File: config.mk
export PLATFORM = sky130hd
export DESIGN_NAME = sync_fifo_flex_flat
export DESIGN_NICKNAME = d
export VERILOG_FILES = /design/src/rtl/sync_fifo_flex_if.sv /design/src/rtl/sync_fifo_flex.sv /design/src/flat_wrapper.sv
export SDC_FILE = /design/constraint.sdc
export NUM_CORES = 1
export LEC_CHECK = 0
export CORE_AREA = 2 2 107 109
export CTS_CLUSTER_SIZE = 28
export DETAILED_ROUTE_END_ITERATION = 6
export DIE_AREA = 0 0 109 111
export PLACE_DENSITY = 0.78
export SLEW_MARGIN = 20
export SYNTH_ARGS = -nofsm -noshare
export SYNTH_HDL_FRONTEND = slang
export SYNTH_SLANG_ARGS = --single-unit
File: constraint.sdc
create_clock -name clk -period 4 [get_ports clk]
set_input_delay 0.8 -clock clk [delete_from_list [all_inputs] [get_ports clk]]
set_output_delay 0.8 -clock clk [all_outputs]
set_load 0.02 [all_outputs]
File: src/rtl/sync_fifo_flex_if.sv
// sync_fifo_flex_if: producer/consumer bundle for sync_fifo_flex.
//   master : the block that drives the FIFO (data_in, wr_en, rd_en, err_clr)
//   slave  : the FIFO itself (data_out, handshake pulses, level flags,
//            count, sticky error flags)
// CW is derived from FIFO_DEPTH so it always matches the FIFO's count width.
interface sync_fifo_flex_if #(
  parameter int FIFO_WIDTH = 16,
  parameter int FIFO_DEPTH = 8
);
  localparam int CW = $clog2(FIFO_DEPTH + 1);

  logic [FIFO_WIDTH-1:0] data_in;
  logic                  wr_en;
  logic                  rd_en;
  logic                  err_clr;
  logic [FIFO_WIDTH-1:0] data_out;
  logic                  wr_ack;
  logic                  overflow;
  logic                  underflow;
  logic                  full;
  logic                  empty;
  logic                  almostfull;
  logic                  almostempty;
  logic [CW-1:0]         count;
  logic                  overflow_sticky;
  logic                  underflow_sticky;

  modport master (
    output data_in, wr_en, rd_en, err_clr,
    input  data_out, wr_ack, overflow, underflow, full, empty,
           almostfull, almostempty, count, overflow_sticky, underflow_sticky
  );

  modport slave (
    input  data_in, wr_en, rd_en, err_clr,
    output data_out, wr_ack, overflow, underflow, full, empty,
           almostfull, almostempty, count, overflow_sticky, underflow_sticky
  );
endinterface

File: src/rtl/sync_fifo_flex.sv
// sync_fifo_flex: single-clock FIFO of any depth (non-power-of-two allowed),
// programmable almost-full/almost-empty levels, optional first-word-fall-through.
// Ports:
//   clk    : clock, rising edge
//   rst_n  : synchronous active-low reset (clears pointers, count, pulses,
//            stickies and data_out; memory is left as-is)
//   bus    : sync_fifo_flex_if.slave -- write/read requests, data, flags,
//            count, registered wr_ack/overflow/underflow pulses, sticky errors
module sync_fifo_flex #(
  parameter int FIFO_WIDTH = 16,
  parameter int FIFO_DEPTH = 8,
  parameter int AF_LEVEL   = FIFO_DEPTH - 1,
  parameter int AE_LEVEL   = 1,
  parameter int FWFT       = 0,
  localparam int CW        = $clog2(FIFO_DEPTH + 1)
) (
  input  logic              clk,
  input  logic              rst_n,
  sync_fifo_flex_if.slave   bus
);
  localparam int PW = (FIFO_DEPTH > 1) ? $clog2(FIFO_DEPTH) : 1;

  logic [FIFO_WIDTH-1:0] mem [FIFO_DEPTH];
  logic [PW-1:0]         wr_ptr, rd_ptr;
  logic [CW-1:0]         cnt;
  logic                  full_w, empty_w;
  logic                  rd_acc, wr_acc;
  logic                  ovf_n, udf_n;

  // Explicit wrap at DEPTH-1 so non-power-of-two depths never index past the end.
  function automatic logic [PW-1:0] ptr_inc(input logic [PW-1:0] p);
    return (p == PW'(FIFO_DEPTH - 1)) ? '0 : p + PW'(1);
  endfunction

  assign full_w  = (cnt == CW'(FIFO_DEPTH));
  assign empty_w = (cnt == '0);

  // A read frees a slot in the same edge, so a full FIFO can still take a write.
  assign rd_acc = bus.rd_en && !empty_w;
  assign wr_acc = bus.wr_en && (!full_w || rd_acc);
  assign ovf_n  = bus.wr_en && !wr_acc;
  assign udf_n  = bus.rd_en && !rd_acc;

  always_ff @(posedge clk) begin
    if (rst_n && wr_acc) mem[wr_ptr] <= bus.data_in;
  end

  always_ff @(posedge clk) begin
    if (!rst_n) begin
      wr_ptr               <= '0;
      rd_ptr               <= '0;
      cnt                  <= '0;
      bus.wr_ack           <= 1'b0;
      bus.overflow         <= 1'b0;
      bus.underflow        <= 1'b0;
      bus.overflow_sticky  <= 1'b0;
      bus.underflow_sticky <= 1'b0;
    end else begin
      if (wr_acc) wr_ptr <= ptr_inc(wr_ptr);
      if (rd_acc) rd_ptr <= ptr_inc(rd_ptr);
      case ({wr_acc, rd_acc})
        2'b10:   cnt <= cnt + CW'(1);
        2'b01:   cnt <= cnt - CW'(1);
        default: cnt <= cnt;
      endcase
      bus.wr_ack    <= wr_acc;
      bus.overflow  <= ovf_n;
      bus.underflow <= udf_n;
      // New error in the same cycle as err_clr keeps the flag set.
      bus.overflow_sticky  <= ovf_n || (bus.overflow_sticky  && !bus.err_clr);
      bus.underflow_sticky <= udf_n || (bus.underflow_sticky && !bus.err_clr);
    end
  end

  generate
    if (FWFT != 0) begin : g_fwft
      // Head word is always presented; zero while nothing is stored.
      assign bus.data_out = empty_w ? '0 : mem[rd_ptr];
    end else begin : g_std
      logic [FIFO_WIDTH-1:0] dout_q;
      always_ff @(posedge clk) begin
        if (!rst_n)      dout_q <= '0;
        else if (rd_acc) dout_q <= mem[rd_ptr];
      end
      assign bus.data_out = dout_q;
    end
  endgenerate

  assign bus.count       = cnt;
  assign bus.full        = full_w;
  assign bus.empty       = empty_w;
  assign bus.almostfull  = (cnt >= CW'(AF_LEVEL)) && !full_w;
  assign bus.almostempty = (cnt <= CW'(AE_LEVEL)) && !empty_w;
endmodule

File: src/flat_wrapper.sv
// flat-port wrapper written by rule: the top's interface ports become plain ports
module sync_fifo_flex_flat 
#(
  parameter int FIFO_WIDTH = 16,
  parameter int FIFO_DEPTH = 8,
  parameter int AF_LEVEL   = FIFO_DEPTH - 1,
  parameter int AE_LEVEL   = 1,
  parameter int FWFT       = 0,
  localparam int CW        = $clog2(FIFO_DEPTH + 1)
)
  (clk, rst_n, bus_data_in, bus_wr_en, bus_rd_en, bus_err_clr, bus_data_out, bus_wr_ack, bus_overflow, bus_underflow, bus_full, bus_empty, bus_almostfull, bus_almostempty, bus_count, bus_overflow_sticky, bus_underflow_sticky);
  sync_fifo_flex_if #(.FIFO_WIDTH(FIFO_WIDTH), .FIFO_DEPTH(FIFO_DEPTH)) bus_i ();
  input  logic clk;
  input  logic rst_n;
  input wire logic [$bits(bus_i.data_in)-1:0] bus_data_in;
  input wire logic [$bits(bus_i.wr_en)-1:0] bus_wr_en;
  input wire logic [$bits(bus_i.rd_en)-1:0] bus_rd_en;
  input wire logic [$bits(bus_i.err_clr)-1:0] bus_err_clr;
  output wire logic [$bits(bus_i.data_out)-1:0] bus_data_out;
  output wire logic [$bits(bus_i.wr_ack)-1:0] bus_wr_ack;
  output wire logic [$bits(bus_i.overflow)-1:0] bus_overflow;
  output wire logic [$bits(bus_i.underflow)-1:0] bus_underflow;
  output wire logic [$bits(bus_i.full)-1:0] bus_full;
  output wire logic [$bits(bus_i.empty)-1:0] bus_empty;
  output wire logic [$bits(bus_i.almostfull)-1:0] bus_almostfull;
  output wire logic [$bits(bus_i.almostempty)-1:0] bus_almostempty;
  output wire logic [$bits(bus_i.count)-1:0] bus_count;
  output wire logic [$bits(bus_i.overflow_sticky)-1:0] bus_overflow_sticky;
  output wire logic [$bits(bus_i.underflow_sticky)-1:0] bus_underflow_sticky;
  assign bus_i.data_in = bus_data_in;
  assign bus_i.wr_en = bus_wr_en;
  assign bus_i.rd_en = bus_rd_en;
  assign bus_i.err_clr = bus_err_clr;
  assign bus_data_out = bus_i.data_out;
  assign bus_wr_ack = bus_i.wr_ack;
  assign bus_overflow = bus_i.overflow;
  assign bus_underflow = bus_i.underflow;
  assign bus_full = bus_i.full;
  assign bus_empty = bus_i.empty;
  assign bus_almostfull = bus_i.almostfull;
  assign bus_almostempty = bus_i.almostempty;
  assign bus_count = bus_i.count;
  assign bus_overflow_sticky = bus_i.overflow_sticky;
  assign bus_underflow_sticky = bus_i.underflow_sticky;
  sync_fifo_flex #(.FIFO_WIDTH(FIFO_WIDTH), .FIFO_DEPTH(FIFO_DEPTH), .AF_LEVEL(AF_LEVEL), .AE_LEVEL(AE_LEVEL), .FWFT(FWFT)) u_core (.clk(clk), .rst_n(rst_n), .bus(bus_i));
endmodule
Yosys cells after proc, flatten, opt, wreduce, memory -nomap -nowiden

Memory sizes are Yosys's and may differ from the RTL's. A register that Yosys moved wholly into a read port is not among the register bits.
Index checks and enable logic that the tools add are counted.

$add $sub $neg: 4
Multiplexer cells: 5
Reduce and logical (&&, ||, !) cells: 20
Eq/ne operators: 5
Magnitude comparators: 2

Operators with widths:

| kind                                                              | number |
|---|---|
| logical AND 1 bit                                                 | 9 |
| one-hot mux 4 bit (2 select lines)                                | 1 |
| adder 3 x 1 -> 3 bit, second input constant                       | 2 |
| == test 3 bit, second input constant                              | 2 |
| logical NOT 1 bit                                                 | 6 |
| two-way mux 3 bit                                                 | 2 |
| adder 4 x 1 -> 4 bit, second input constant                       | 1 |
| == test 4 bit, second input constant                              | 1 |
| greater-or-equal comparator 4 x 3 -> 1 bit, second input constant | 1 |
| less-or-equal comparator 4 x 1 -> 1 bit, second input constant    | 1 |
| logical NOT 4 bit                                                 | 1 |
| subtractor 4 x 1 -> 4 bit, second input constant                  | 1 |
| logical OR 1 bit                                                  | 3 |
| == test 2 x 1 -> 1 bit, second input constant                     | 1 |
| == test 2 bit, second input constant                              | 1 |
| two-way mux 1 bit                                                 | 2 |
| nonzero test 2 bit                                                | 1 |

Memory bits (writable): 128
Register bits: 15
Bits of input ports: 21
Memories kept: 1
Word-level logic and storage cells: 45

Memory list:

| name       | words | width | read ports | clocked after Yosys merged registers in | write ports | RTL line             | source |
|---|---|---|---|---|---|---|---|
| u_core.mem | 8     | 16    | 1          | 1                                       | 1           | sync_fifo_flex.sv:23 | `logic [FIFO_WIDTH-1:0] mem [FIFO_DEPTH];` |

Depth between registers and ports, before layout

Gate-level depths: netlist (run 1).

Depth after elaboration: 8
Depth in mapped cells: 11
Depth with buffers taken out: 10

Worst setup path after synthesis (run 1)

Ideal clock, no wire load.

Path kind: register to register
Start point: register u_core.cnt[0] (netlist: u_core.bus.count[0])
End point: memory u_core.mem[0][0], enable pin
Buffers on the path: 0
Data arrival time: 2,559 ps
Cell stages (with the launch flop): 6
Required time: 3,591 ps
Path slack: 1,032 ps
Library setup time: 409 ps
Path through: dfxtp_1 > inv_1 > ha_1 > nor4bb_1 > or3_1 > nor3_1

Word-level cells in the longest chain between the ends: 8
Elaborated cells between the ends (all ways): 10
Classes of those cells: eq/ne (1); mux (2); reduce/logical (7)

Ends and longest elaborated chain:

| item                                        | RTL line             | source |
|---|---|---|
| start, declared                             | sync_fifo_flex.sv:25 | `logic [CW-1:0] cnt;` |
| start signal, assigned                      | sync_fifo_flex.sv:62 | `2'b10: cnt <= cnt + CW'(1);` |
| start signal, assigned                      | sync_fifo_flex.sv:63 | `2'b01: cnt <= cnt - CW'(1);` |
| start signal, assigned                      | sync_fifo_flex.sv:64 | `default: cnt <= cnt;` |
| logical NOT 4 bit                           | sync_fifo_flex.sv:36 | `assign empty_w = (cnt == '0);` |
| logical NOT 1 bit                           | sync_fifo_flex.sv:39 | `assign rd_acc = bus.rd_en && !empty_w;` |
| logical AND 1 bit                           | sync_fifo_flex.sv:39 |  |
| logical OR 1 bit (*)                        | sync_fifo_flex.sv:40 | `assign wr_acc = bus.wr_en && (!full_w \|\| rd_acc);` |
| logical AND 1 bit (*)                       | sync_fifo_flex.sv:40 |  |
| logical AND 1 bit (*)                       | sync_fifo_flex.sv:45 | `if (rst_n && wr_acc) mem[wr_ptr] <= bus.data_in;` |
| two-way mux 1 bit (*)                       | sync_fifo_flex.sv:45 |  |
| two-way mux 1 bit (not written as such) (*) | sync_fifo_flex.sv:45 |  |
| end, declared                               | sync_fifo_flex.sv:23 |  |

Every way passes the cells marked *; elsewhere a longest branch is shown, timed or not.

Worst setup path in the final report (run 1)

Start point: register u_core.cnt[0] (netlist: u_core.bus.count[0])
End point: output port bus_almostempty

Word-level cells in the longest chain between the ends: 3
Elaborated cells between the ends (all ways): 4
Classes of those cells: order compare (1); reduce/logical (3)

Ends and longest elaborated chain:

| item                                                                            | RTL line             | source |
|---|---|---|
| branches (longest 2 deep; another with less-or-equal comparator 4 x 1 -> 1 bit) | -                    |  |
| logical AND 1 bit (*)                                                           | sync_fifo_flex.sv:93 | `assign bus.almostempty = (cnt <= CW'(AE_LEVEL)) && !empty_w;` |
| end, declared                                                                   | flat_wrapper.sv:26   | `output wire logic [$bits(bus_i.almostempty)-1:0] bus_almostempty;` |

Mark *: on every way between the ends.

==> results of run 1 <==
[through the flow]
step / cell area, sq um / hold WS, ns
3_3_place_gp: 6800 / 0.451
4_1_cts: 7410 / 0.473
3_5_place_dp: 6800 / 0.458
6_report: 7410 / 0.470
5_1_grt: 7410 / 0.490
2_1_floorplan: 6160 / 0.463
[worst paths after layout]
kind	endpoint	start	cells past startpoint	slack, ns
worst max-delay path	bus_almostempty	u_core.bus.count[0]	4	1.01
worst min-delay path	u_core.bus.data_out[15]	u_core.bus.data_out[15]	1	0.47
worst min register to register	u_core.bus.data_out[15]	u_core.bus.data_out[15]	1	0.47
worst max register to register	u_core.bus.count[3]	u_core.bus.count[0]	10	1.37
[cells in the mapped netlist, types with 2 or more instances]
cell type,instances
edfxtp_1,128
mux2i_1,50
dfxtp_1,31
a21oi_1,27
nor2b_1,18
a211oi_1,17
a22oi_1,16
a32o_1,16
nor2_1,15
nand2_1,10
ha_1,8
buf_2,7
clkbuf_1,6
inv_1,5
nand2b_1,5
buf_1,4
or3_1,4
buf_4,3
and2_1,2
buf_6,2
nand4b_1,2
nor3_1,2
xor2_1,2
[registers in the layout (all words and copies together), names as in the netlist]
name	flops
u_core.bus.count	4
u_core.bus.data_out	16
u_core.bus.overflow	1
u_core.bus.overflow_sticky	1
u_core.bus.underflow	1
u_core.bus.underflow_sticky	1
u_core.bus.wr_ack	1
u_core.mem	128
u_core.rd_ptr	3
u_core.wr_ptr	3
[worst register-to-register path, cell delays in order (launching register included)]
cell	delay [ns]
dfxtp_1	0.47
inv_1	0.08
ha_1	0.28
nor3b_2	0.20
nand2b_1	0.29
inv_1	0.11
ha_1	0.22
or4b_1	0.44
a21oi_1	0.18
xnor2_1	0.16
nor2_1	0.08
[area by class of cell]
type                    instances  area [sq um]  share of cell area
repair buffers                 59           566              0.0763
multi-input cells             205          1570               0.212
flip-flops and latches        159          4470               0.603
inverters                       5          18.8             0.00253
clock buffers                  17           425              0.0574
clock inverters                15           183              0.0247
well taps                     143           179              0.0242
[cell usage in the layout, fill, tap and decap left out, types with 3 or more instances in the layout]
| cell | n |
|---|---|
| nor2_1 | 15 |
| a211oi_1 | 17 |
| a32o_1 | 16 |
| clkinv_4 | 3 |
| inv_1 | 5 |
| ha_1 | 8 |
| bufinv_16 | 3 |
| a22oi_1 | 16 |
| nand2_1 | 10 |
| a21oi_1 | 27 |
| dfxtp_1 | 30 |
| or3_1 | 4 |
| inv_6 | 5 |
| clkinv_2 | 3 |
| nor2b_1 | 17 |
| clkbuf_16 | 17 |
| clkdlybuf4s50_1 | 49 |
| buf_4 | 10 |
| nand2b_1 | 5 |
| edfxtp_1 | 128 |
| mux2i_1 | 50 |
[where the power goes]
part / switching (mW) / internal, mW
combinational: 0.404 / 0.396
sequential: 0.177 / 1.88
clock: 0.662 / 0.990
total: 1.24 / 3.27
[metal layers]
| metal | part of all wire | track usage | vias to the layer above |
|---|---|---|---|
| met2 | 0.50 | 0.353 | 153 |
| li1 | - | - | 1642 |
| met4 | 0.013 | 0.0658 | 0 |
| met1 | 0.42 | 0.311 | 1763 |
| met3 | 0.064 | 0.0588 | 18 |
| met5 | 0 | 0 | - |
[logic make-up after synthesis]
group           after synthesis  synth area share
mux                          50            0.0813
compound gates               77            0.0890
flops                       159             0.725
xor+xnor                      3           0.00427
simple gates                 67            0.0620
fa+ha+maj                     8            0.0163
buf+inv                      27            0.0221
==> flow_summary.toml, run 1 <==
[outcome]
status = "complete, no violations"

[route]
vias_per_cell = 5.93
drt-total-wl_um = 12900
vias = 3576
drtIter0Drc = 226
drt-wirelength-per-cell_um = 21.3
first_pass_iters = 5
ant_nets = 0
drc = 0

[logic_synthesis]
syn_avg_cell_area_sq_um = 15.7
ys_warn_count = 0
synth_seq_area_share = 0.725
synthTopCellsByArea = "edfxtp_1 62%, dfxtp_1 10%, mux2i_1 8.1%"
synth_top_cell_by_area = "edfxtp_1"
syn-instance-count = 391
synth_ff_type = "edfxtp_1"
synth_top_area_frac = 0.624
synth_seq_cells = 159
async_flop_share = 0
synth.net_count = 420
synth-edff-count = 128
ys_types = 34
syn-cell-area_sq_um = 6160

[clock_network]
cts.reportedPaths.clkPinSlew_ns = 0.07
numCtsBuffers = 17
root_buffer = "clkbuf_16"
clk_latency_ns = 0.42
cts_hold_buf = 0
cts-resized-gates = 0
cts_sinks = 159
cts_tree = "yes"
htree_levels = 4
clk_path_buf_depth = 2
cts_setup_buffers = 0

[setup_path]
cp.arrival_ns = 2.19
critPathBufInv = 2
crit_path_start_kind = "register"
critPathCaptureType = "primary output"
cp_max_fo = 7
path_delay_family = "buffers and inverters"
cp_cell_sequence = "inv_1 > ha_1 > nor4b_1 > clkdlybuf4s50_1"
crit_slowest_cell = "clkdlybuf4s50_1"
worstSetupPathType = "reg2out"
worstPathRequired_ns = 3.20
critPathMaxStageDelay_ns = 0.66

[layout]
diodes = 0
finalNonFillerCells = 603
nNetsFinal = 476
fin_util = 0.669
num-fill-cells = 737
area_delta_synth_final_pct = 20.3
drive_gt1_frac = 0.104

[sta]
fin_crit_ns = 2.99
fin_tns_setup_ns = 0
period_share = 0.748
slew_headroom = 0.270
finalSetupViolations = 0
fin_ws_ns = 1.01
drv_slew = 0
rsz0062_at_grt = "false"
finalHoldViolCount = 0
worst_pin_slew_ns = 1.09
max_freq_mhz = 334
finClkSkew_ns = 0.00841

[floorplanning]
fp.dieH_um = 111
die_x_um = 109
std_cell_rows = 39
fp.coreArea_sq_um = 11100
start_util = 0.556
die-area_sq_um = 12100
ioPinCount = 50

[global_route]
grt_max_degree = 77
first_global_vias = 3545
grt.total_usage = 0.225
antenna_found_initial = 0
overflow = 0
grt_pass1_wl_um = 19600

[power_and_ir_drop]
peakVddDrop_uv = 463
power.total_mw = 4.51
leakage_nw = 2.42
p_per_area_nw_per_um2 = 609

[placement]
placed_cells = 571
place_ws_ns = 1.03
io_buffer_count = 49
place_congestion = 0.793
place_hpwl_um = 6850

[min_path]
min_path_type = "reg2reg"

[flow_run]
maxCapViolations = 0
No activity file was read; power rests on OpenSTA's default activity.
==> run 2, diff against run 1 <==
==> constraint.sdc (replaced) <==
create_clock -name clk -period 2.8 [get_ports clk]
set_input_delay 0.56 -clock clk [delete_from_list [all_inputs] [get_ports clk]]
set_output_delay 0.56 -clock clk [all_outputs]
set_load 0.02 [all_outputs]
==> flow_summary.toml, run 2 (synthesized netlist as in run 1, its figures left out) <==
[power_and_ir_drop]
p_sw_mw = 1.74
peakVddDrop_uv = 666
p_per_area_nw_per_um2 = 851
swShare = 0.275
comb_power_share = 0.197
leakage_nw = 2.45
p_int_mw = 4.59
power.total_mw = 6.33
pwr-share-seq = 0.453
clockPowerShare = 0.349

[setup_path]
worstSetupPathType = "reg2out"
cp.arrival_ns = 2.08
crit_path_start_kind = "register"
r2r_cells = 10
crit_slowest_cell = "clkdlybuf4s50_1"
worstPathRequired_ns = 2.24
critPathMaxStageDelay_ns = 0.65
critPathCaptureType = "primary output"
timing.rr.end = "u_core.bus.count[3]"
cp_max_fo = 7
reg2reg_setup_slack_ns = 0.28
regToRegStartpoint = "u_core.bus.count[0]"
cp_cell_sequence = "inv_1 > ha_1 > nor3b_2 > clkdlybuf4s50_1"

[clock_network]
cts_tree = "yes"
cts-resized-gates = 0
numCtsBuffers = 17
htree_levels = 4
clk_latency_ns = 0.41
clk_path_buf_depth = 2
root_buffer = "clkbuf_16"
cts_setup_buffers = 0
cts_sinks = 159
cts.reportedPaths.clkPinSlew_ns = 0.06
cts_hold_buf = 0

[layout]
finalNonFillerCells = 612
final_cell_mix = "128 x edfxtp_1, 50 x mux2i_1, 48 x clkdlybuf4s50_1"
area_delta_synth_final_pct = 20.8
drive_gt1_frac = 0.113
largest_reg_flops = 128
final_common_cell = "edfxtp_1"
fin_area_sq_um = 7440
num-fill-cells = 723
regMostFlops = "u_core.mem"
diodes = 0
nNetsFinal = 485

[placement]
place_congestion = 0.734
io_buffer_count = 49
placed_area_sq_um = 6870
placed_cells = 580
place_hpwl_um = 6950

[min_path]
hold_path_depth = 1
min_from = "u_core.bus.data_out[0]"
min_to = "u_core.bus.data_out[0]"
min_path_type = "reg2reg"

[floorplanning]
fp.dieH_um = 111
die_x_um = 109
start_util = 0.556
die-area_sq_um = 12100
fp.coreArea_sq_um = 11100
std_cell_rows = 39
ioPinCount = 50

[sta]
max_freq_mhz = 379
fin_tns_setup_ns = 0
finClkSkew_ns = 0.00942
hold_ws_ns = 0.465
finalHoldViolCount = 0
slew_headroom = 0.374
fin_crit_ns = 2.64
rsz0062_at_grt = "false"
drv_slew = 0
finalSetupViolations = 0
worst_pin_slew_ns = 0.939
period_share = 0.941

[route]
drt-total-wl_um = 12700
ant_nets = 0
drc = 0
drt-wirelength-per-cell_um = 20.8
first_pass_iters = 5
vias_per_cell = 5.85
drtIter0Drc = 240
vias = 3582

[global_route]
grt.total_usage = 0.219
grt_max_degree = 40
antenna_found_initial = 0
grt_pass1_wl_um = 19400
first_global_vias = 3602
overflow = 0

[flow_run]
maxCapViolations = 0

[outcome]
status = "complete, no violations"
==> run 2: cell types whose count changed in the layout (fill, tap and decap cells not counted), sizes merged <==
cell,before,now
clkinvlp,1,4
clkdlybuf4s50,49,48
buf,10,19
clkinv,6,4
clkbuf,17,19
inv,10,8
dlymetal6s2s,0,1
bufinv,3,2
==> run 2: per-stage QoR <==
step,util,setup WS (ns)
CTS,0.671,0.0661
detailed placement,0.620,0.133
floorplan,-,0.0164
global placement,0.620,0.210
global route,0.672,0.0752
finish,0.672,0.164
==> run 2: worst max-delay path by stage <==
stage,cells after the start,endpoint,from,slack (ns)
global route,4,bus_empty,u_core.bus.count[0],0.08
CTS,4,bus_almostempty,u_core.bus.count[0],0.07
finish,4,bus_empty,u_core.bus.count[0],0.16
floorplan,6,u_core.mem[4][0],u_core.bus.count[0],0.02
detailed placement,8,u_core.bus.count[3],bus_rd_en,0.13
global placement,8,u_core.bus.count[3],bus_rd_en,0.21
==> run 2: area by class of cell <==
type / instances / area [sq um] / share of cell area
Clock buffer: 19 / 433 / 0.0582
Clock inverter: 13 / 139 / 0.0187
Inverter: 5 / 18.8 / 0.00252
Multi-Input combinational cell: 205 / 1570 / 0.211
Sequential cell: 159 / 4470 / 0.601
Tap cell: 143 / 179 / 0.0240
Timing Repair Buffer: 68 / 636 / 0.0854
==> run 2: power groups by stage <==
| stage | combinational, mW | sequential [mW] | clock (mW) |
|---|---|---|---|
| 6_report | 1.25 | 2.87 | 2.21 |
| 5_1_grt | 1.33 | 2.89 | 2.33 |
| 4_1_cts | 1.25 | 2.87 | 2.23 |
| 3_5_place_dp | 1.22 | 2.91 | 0 |
| 3_3_place_gp | 1.18 | 2.90 | 0 |
| 2_1_floorplan | 0.762 | 2.92 | 0 |
==> run 2: layer usage <==
metal	GRT usage	up-vias	wire length (um)
met5	0	-	0
met4	0.0684	0	189
met3	0.0564	19	750
met2	0.365	116	6620
met1	0.281	1792	5160
li1	-	1655	-
==> run 2: worst max-delay path: cells and delay by family, from the launching register on <==
kind,cells,cell delay [ns]
and+or+nand+nor,1,0.25
adders and majority gates,1,0.28
DFF,1,0.39
buffers and inverters,2,0.74
==> run 3, diff against run 2 <==
--- a/config.mk
+++ b/config.mk
@@ -9,7 +9,7 @@
 export CTS_CLUSTER_SIZE = 28
 export DETAILED_ROUTE_END_ITERATION = 6
 export DIE_AREA = 0 0 109 111
-export PLACE_DENSITY = 0.78
+export PLACE_DENSITY = 0.8
 export SLEW_MARGIN = 20
 export SYNTH_ARGS = -nofsm -noshare
 export SYNTH_HDL_FRONTEND = slang
==> flow_summary.toml, run 3 (synthesized netlist as in run 1, its figures left out) <==
[clock_network]
cts_hold_buf = 0
cts_sinks = 159
cts_tree = "yes"
numCtsBuffers = 17
clk_latency_ns = 0.41
clk_path_buf_depth = 2
cts_setup_buffers = 0
root_buffer = "clkbuf_16"
htree_levels = 4
cts.reportedPaths.clkPinSlew_ns = 0.06

[global_route]
grt.total_usage = 0.206
grt_max_degree = 51
overflow = 0
grt_pass1_wl_um = 18000
first_global_vias = 3475
antenna_found_initial = 0

[placement]
place_ws_ns = 0.201
placed_area_sq_um = 6840
io_buffer_count = 49
placed_cells = 577
place_congestion = 0.759
place_hpwl_um = 6740

[sta]
fin_tns_setup_ns = 0
finalSetupViolations = 0
drv_slew = 0
fin_ws_ns = 0.205
rsz0062_at_grt = "false"
worst_pin_slew_ns = 0.964
period_share = 0.927
slew_headroom = 0.357
fin_crit_ns = 2.60
finClkSkew_ns = 0.00772
max_freq_mhz = 385
finalHoldViolCount = 0

[floorplanning]
std_cell_rows = 39
ioPinCount = 50
die_x_um = 109
die-area_sq_um = 12100
fp.coreArea_sq_um = 11100
start_util = 0.556
fp.dieH_um = 111

[route]
first_pass_iters = 4
vias_per_cell = 5.78
drt-met1-wl_um = 4870
drt-total-wl_um = 12000
vias = 3511
top_layer = "met4"
routed-wl-met3_um = 816
drtIter0Drc = 265
dr_wl_met2_um = 6140
drc = 0
ant_nets = 0
drt-wirelength-per-cell_um = 19.7

[power_and_ir_drop]
power.total_mw = 6.36
peakVddDrop_uv = 459
leakage_nw = 2.46
p_per_area_nw_per_um2 = 855

[layout]
drive_gt1_frac = 0.103
regArea_sq_um = 4470
final_common_cell = "edfxtp_1"
num-fill-cells = 758
multi_input_area_sq_um = 1570
finalNonFillerCells = 607
area_delta_synth_final_pct = 20.9
diodes = 0
regMostFlops = "u_core.mem"
largest_reg_flops = 128
nNetsFinal = 482
fin_area_sq_um = 7440
final_cell_mix = "128 x edfxtp_1, 50 x mux2i_1, 48 x clkdlybuf4s50_1"

[setup_path]
crit_path_start_kind = "register"
cp.arrival_ns = 2.04
critPathMaxStageDelay_ns = 0.64
timing.rr.end = "u_core.bus.data_out[15]"
r2r_cells = 7
worstSetupPathType = "reg2out"
setup.worst_path.start = "u_core.bus.count[1]"
worstPathRequired_ns = 2.24
cp_max_fo = 7
cp_cell_sequence = "inv_1 > ha_1 > nor3b_2 > clkdlybuf4s50_1"
crit_slowest_cell = "clkdlybuf4s50_1"
reg2reg_setup_slack_ns = 0.36
crit_path_end = "bus_empty"
critPathCaptureType = "primary output"
regToRegStartpoint = "u_core.bus.count[0]"

[flow_run]
maxCapViolations = 0

[min_path]
min_path_type = "reg2reg"
min_from = "u_core.bus.data_out[12]"

[outcome]
status = "complete, no violations"
[run 3: cell types whose count changed in the layout (fill, tap and decap cells not counted), sizes merged]
cell and delta:
clkinvlp -4, bufinv +1, clkbuf +4, inv -3, buf -3
[run 3: critical path, delay by kind of cell, from the launching register on]
family / cells / cell delay (ns)
buffers and inverters: 2 / 0.75
DFF: 1 / 0.35
adders and majority gates: 1 / 0.27
and+or+nand+nor: 1 / 0.25
[run 3: per-stage QoR]
step	hold WS [ns]	utilization
finish	0.467	0.672
CTS	0.468	0.672
global placement	0.450	0.618
global route	0.482	0.672
detailed placement	0.462	0.618
floorplan	0.463	-
[run 3: how the worst min path moves through the flow]
stage,endpoint,slack (ns),depth (start not counted)
finish,u_core.bus.data_out[12],0.47,1
global route,u_core.bus.data_out[12],0.48,1
CTS,u_core.bus.data_out[12],0.47,1
detailed placement,u_core.bus.data_out[12],0.46,1
global placement,u_core.bus.data_out[4],0.45,1
floorplan,u_core.wr_ptr[2],0.46,2
[run 3: per-layer routing]
| metal | track usage | up-vias |
|---|---|---|
| li1 | - | 1640 |
| met1 | 0.256 | 1749 |
| met2 | 0.334 | 107 |
| met3 | 0.0606 | 15 |
| met4 | 0.0855 | 0 |
| met5 | 0 | - |
[run 3: report_power, final]
part           switching [mW]  internal, mW
sequential              0.191          2.69
combinational           0.612         0.576
clock                   0.816          1.48
total                    1.62          4.74
[run 3: cell type report]
cell class                      instances  share of cell area
Inverter                                5             0.00252
Sequential cell                       159               0.600
Tap cell                              143              0.0240
Multi-Input combinational cell        205               0.210
Clock inverter                          7              0.0146
Clock buffer                           23              0.0656
Timing Repair Buffer                   65              0.0824
[run 3: repair_timing]
action | in CTS | in global routing
hold endpoints to repair | 0 | 0
gates resized for setup | 0 | 1
endpoints found under the setup margin | 0 | 1
